File: config.mk
export PLATFORM = sky130hd
export DESIGN_NAME = demux_buf
export DESIGN_NICKNAME = d
export VERILOG_FILES = /design/src/rtl/demux_buf.sv
export SDC_FILE = /design/constraint.sdc
export NUM_CORES = 1
export LEC_CHECK = 0
export CORE_ASPECT_RATIO = 1.25
export CORE_UTILIZATION = 39
export CTS_BUF_LIST = sky130_fd_sc_hd__clkbuf_16
export CTS_CLUSTER_DIAMETER = 120
export DETAILED_ROUTE_END_ITERATION = 12
export PLACE_DENSITY_LB_ADDON = 0.05
export SLEW_MARGIN = 30
export SYNTH_ARGS = -nofsm -noshare
export SYNTH_HDL_FRONTEND = slang
export SYNTH_SLANG_ARGS = --single-unit
File: constraint.sdc
create_clock -name clk -period 2.7 [get_ports clk]
set_input_delay 0.675 -clock clk [delete_from_list [all_inputs] [get_ports clk]]
set_output_delay 0.675 -clock clk [all_outputs]
set_load 0.005 [all_outputs]
File: src/rtl/demux_buf.sv
// demux_buf: registered 1-to-8 demultiplexer with a single-entry holding
// register and valid/ready handshakes on both the upstream and the
// per-channel downstream sides.
module demux_buf #(
  parameter int unsigned WIDTH = 1
) (
  input  logic             clk,
  input  logic             rst,
  input  logic [WIDTH-1:0] in_data,
  input  logic [2:0]       in_sel,
  input  logic             in_valid,
  output logic             in_ready,
  output logic [WIDTH-1:0] out_data,
  output logic [7:0]       out_valid,
  input  logic [7:0]       out_ready,
  output logic [7:0]       xfer_count
);

  typedef enum logic {
    EMPTY = 1'b0,
    FULL  = 1'b1
  } state_t;

  state_t           state;
  state_t           state_next;
  logic [WIDTH-1:0] hold_data;
  logic [2:0]       hold_sel;
  logic             in_hs;
  logic             out_hs;

  // Handshake decode; only the addressed channel's ready is considered,
  // and in_ready is independent of in_valid.
  always_comb begin
    in_ready = 1'b1;
    out_hs   = 1'b0;
    if (state == FULL) begin
      in_ready = out_ready[hold_sel];
      out_hs   = out_ready[hold_sel];
    end
    in_hs = in_valid & in_ready;
  end

  // Next-state logic; a simultaneous drain and refill stays FULL.
  always_comb begin
    state_next = state;
    case (state)
      EMPTY:   if (in_hs) state_next = FULL;
      FULL:    if (out_hs && !in_hs) state_next = EMPTY;
      default: state_next = EMPTY;
    endcase
  end

  // State register.
  always_ff @(posedge clk or posedge rst) begin
    if (rst) state <= EMPTY;
    else     state <= state_next;
  end

  // Holding register, loaded only on an accepted input.
  always_ff @(posedge clk or posedge rst) begin
    if (rst) begin
      hold_data <= '0;
      hold_sel  <= '0;
    end else if (in_hs) begin
      hold_data <= in_data;
      hold_sel  <= in_sel;
    end
  end

  // Completed output transfer counter, wraps naturally at 8 bits.
  always_ff @(posedge clk or posedge rst) begin
    if (rst)         xfer_count <= '0;
    else if (out_hs) xfer_count <= xfer_count + 8'd1;
  end

  // Output presentation: one-hot valid and held data only while FULL.
  always_comb begin
    out_valid = '0;
    out_data  = '0;
    if (state == FULL) begin
      out_valid = 8'h01 << hold_sel;
      out_data  = hold_data;
    end
  end

endmodule

==> metrics.txt <==
via count=around 600; Die W=around 40 um; start of the worst register-to-register path=hold_sel[1]$_DFFE_PP0P_; Yosys reg bits=13; Worst Hold Launch=xfer_count[7]$_DFFE_PP0P_; CTS tree=done; Die Height=roughly 50 um; DRT Wirelength=between 1.5 and 2 mm; vias in the first global route=between 500 and 600; leading cell types by count after synthesis=13 x dfrtp_1, 8 x nor2_1, 6 x nand2_1; Worst Setup End Kind=output port; CP required=between 2 and 2.5 ns; sequential share of the synthesized area=0.461; row count=16; worst hold stages=1; critical path's top delay family=buffers and inverters; Synth top area share=0.461; drt pass-1 iters=4; Fmax achieved=slightly below 0.4 GHz; DRC=0; CTS clock-pin slew for the worst setup and hold paths=roughly 0.04 ns; Critical Path AT=about 1.9 ns; RSZ-0062 raised after global routing=false; synthesized area per cell=between 10 and 15 um^2; number of I/O port buffers=32; FF-to-FF path depth=6; WP buf/inv=2; fraction of synthesis flops using an asynchronous set or reset pin=1.00; core area=0.00162 mm^2; HP Class=reg2reg; antenna violations before repair=0; worst-skew pair later-pin latency=roughly 0.24 ns; Final period util=0.957; All-Layer GR Usage=0.176; Peak VDD IR=between 0.0007 and 0.0008 V; Final Max Slew Viols=0; Rel. slew slack=0.681; first-pass GRT wire length=around 2.5 mm; nets=119; Root Buffer=clkbuf_16; max-cap violation count=0; Die Area=between 0.0015 and 0.002 mm^2; Design Power=roughly 0.0014 W; Clock Skew=between 0.002 and 0.003 ns; Synth warnings=0; DP Wirelength=approximately 1.2 mm; # IOs=33; Largest stage delay, worst path=about 0.50 ns; Syn Inst Count=67; ant diodes=0; smallest hold slack=0.475 ns; CTS buffer count=3; layout cells sized above 1=0.157; gpl congestion=between 0.6 and 0.7; Sink Count=13; top-count cell post-synth=dfrtp_1; post-layout minimum cycle time=between 2 and 3 ns; Iter 0 DRT Violations=5; H-tree depth=1; Fin. Hold Viols=0; Worst-Margin Slew=approximately 0.48 ns; Hold EP=xfer_count[7]$_DFFE_PP0P_; Layout area overhead=59.4%; pwr dens=about 1200 mW/mm^2; Post-synth EDFFs=0; post-DR wirelength/cell=around 13 um; placed inst area=around 0.0010 mm^2; ranking of synthesized cells by area=dfrtp_1 46%, mux2_2 6.4%, xor2_1 6.2%, mux2i_1 5.7%, nor2_1 4.3%; Yosys cell types=21; # hold bufs at CTS=0; largest net degree at the start of global routing=14; Starting Density=0.435; Synth Cell Area=about 700 um^2; critical setup path kind=in2out; CP Cell Sequence=clkdlybuf4s50_1, mux2i_1, mux4_2, nand2_2, clkbuf_2; ys flop type=dfrtp_1; # setup viols final=0; DRT antenna net count=0; total gr overflow=0; CP Launch Type=input port; detail-routed via count per cell=approximately 5; clock buffer depth=2; Critical R2R Capture=hold_data$_DFFE_PP0P_; Finished Cell Area=0.00112 mm^2; Critical Path Fanout Max=2; Lkg Pwr=just under 0.5 nW; cell with the largest stage delay on the worst path=mux4_2; Mapped Nets=just over 80; area leader, netlist=dfrtp_1; R2R Setup Slk=around 0.5 ns; status=finished, final reports clean
cells by family after synthesis:
kind of cell	count (synthesis)	synth area share
XOR/XNOR	7	0.0869
AND/OR/NAND/NOR	29	0.207
flip-flops	13	0.461
AO/OA/AOI/OAI	1	0.0160
multiplexers	10	0.174
adder cells (fa/ha/maj)	1	0.0177
buffers and inverters	6	0.0372
where the power goes:
part	switching, W	internal [W]	total (W)
Sequential	0.000135	0.000298	0.000433
Clock	0.0000758	0.000195	0.000270
Combinational	0.000251	0.000426	0.000677
Total	0.000462	0.000919	0.00138
registers in the layout, indices dropped and copies added (netlist names):
name	flops
hold_data	1
state	1
hold_sel	3
xfer_count	8
how the worst max path moves through the flow:
stage / slack [ns] / depth (start not counted) / end / start
after floorplan: 0.62 / 3 / in_ready / out_ready[7]
after global placement: -0.30 / 5 / in_ready / out_ready[7]
after detailed placement: -0.30 / 5 / in_ready / out_ready[7]
after CTS: 0.02 / 5 / in_ready / out_ready[7]
after global routing: 0.05 / 5 / in_ready / out_ready[4]
final: 0.12 / 5 / in_ready / out_ready[7]
placed cells by master (no fill, tap or decap):
master / Yosys / final
clkdlybuf4s50_1: 0 / 31
dfrtp_1: 13 / 13
nor2_1: 8 / 8
nor3_1: 5 / 5
xor2_1: 5 / 5
nand2_1: 6 / 5
inv_1: 3 / 4
mux2i_1: 4 / 4
mux2_2: 4 / 4
nand2b_1: 4 / 4
clkbuf_16: 0 / 3
nand3_1: 2 / 2
xnor2_1: 2 / 2
buf_4: 1 / 2
mux4_2: 1 / 1
a21boi_2: 1 / 1
nand4_1: 1 / 1
nor4_2: 1 / 1
nand2_2: 0 / 1
and2_1: 1 / 1
or2_4: 1 / 1
mux2_4: 1 / 1
ha_1: 1 / 1
clkbuf_2: 0 / 1
cell type report:
class / instances / area (um^2)
clock inverters: 1 / 3.75
flip-flops and latches: 13 / 325
inverters: 3 / 11.3
repair buffers: 34 / 330
clock buffers: 3 / 75.1
well taps: 18 / 22.5
multi-input cells: 48 / 357
fillers: 130 / 497
worst register-to-register path, cell delays in order (launching register included):
cell	delay [ns]
dfrtp_1	0.47
mux2i_1	0.16
mux4_2	0.50
buf_4	0.15
buf_4	0.16
a21boi_2	0.26
mux2_2	0.37
per-layer routing:
metal	up-vias	track usage	wire, um
met5	-	0	0
met1	283	0.195	598
met2	23	0.320	826
li1	293	-	-
met3	2	0.0270	114
met4	0	0.0517	8
through the flow:
stage               setup WS [ns]  TNS (ns)  cells   util
floorplan                   0.622         0     67      -
global placement           -0.298    -0.298    115  0.642
detailed placement         -0.295    -0.295    115  0.642
finish                      0.115         0    120  0.694
CTS                        0.0170         0    119  0.692
global route               0.0539         0    120  0.694
repair_timing:
item,4_1_cts,5_1_grt
pin swaps,1,0
setup buffers,0,1
resized for setup,3,1
setup endpoints to repair,1,1
No activity file was read; power rests on OpenSTA's default activity.
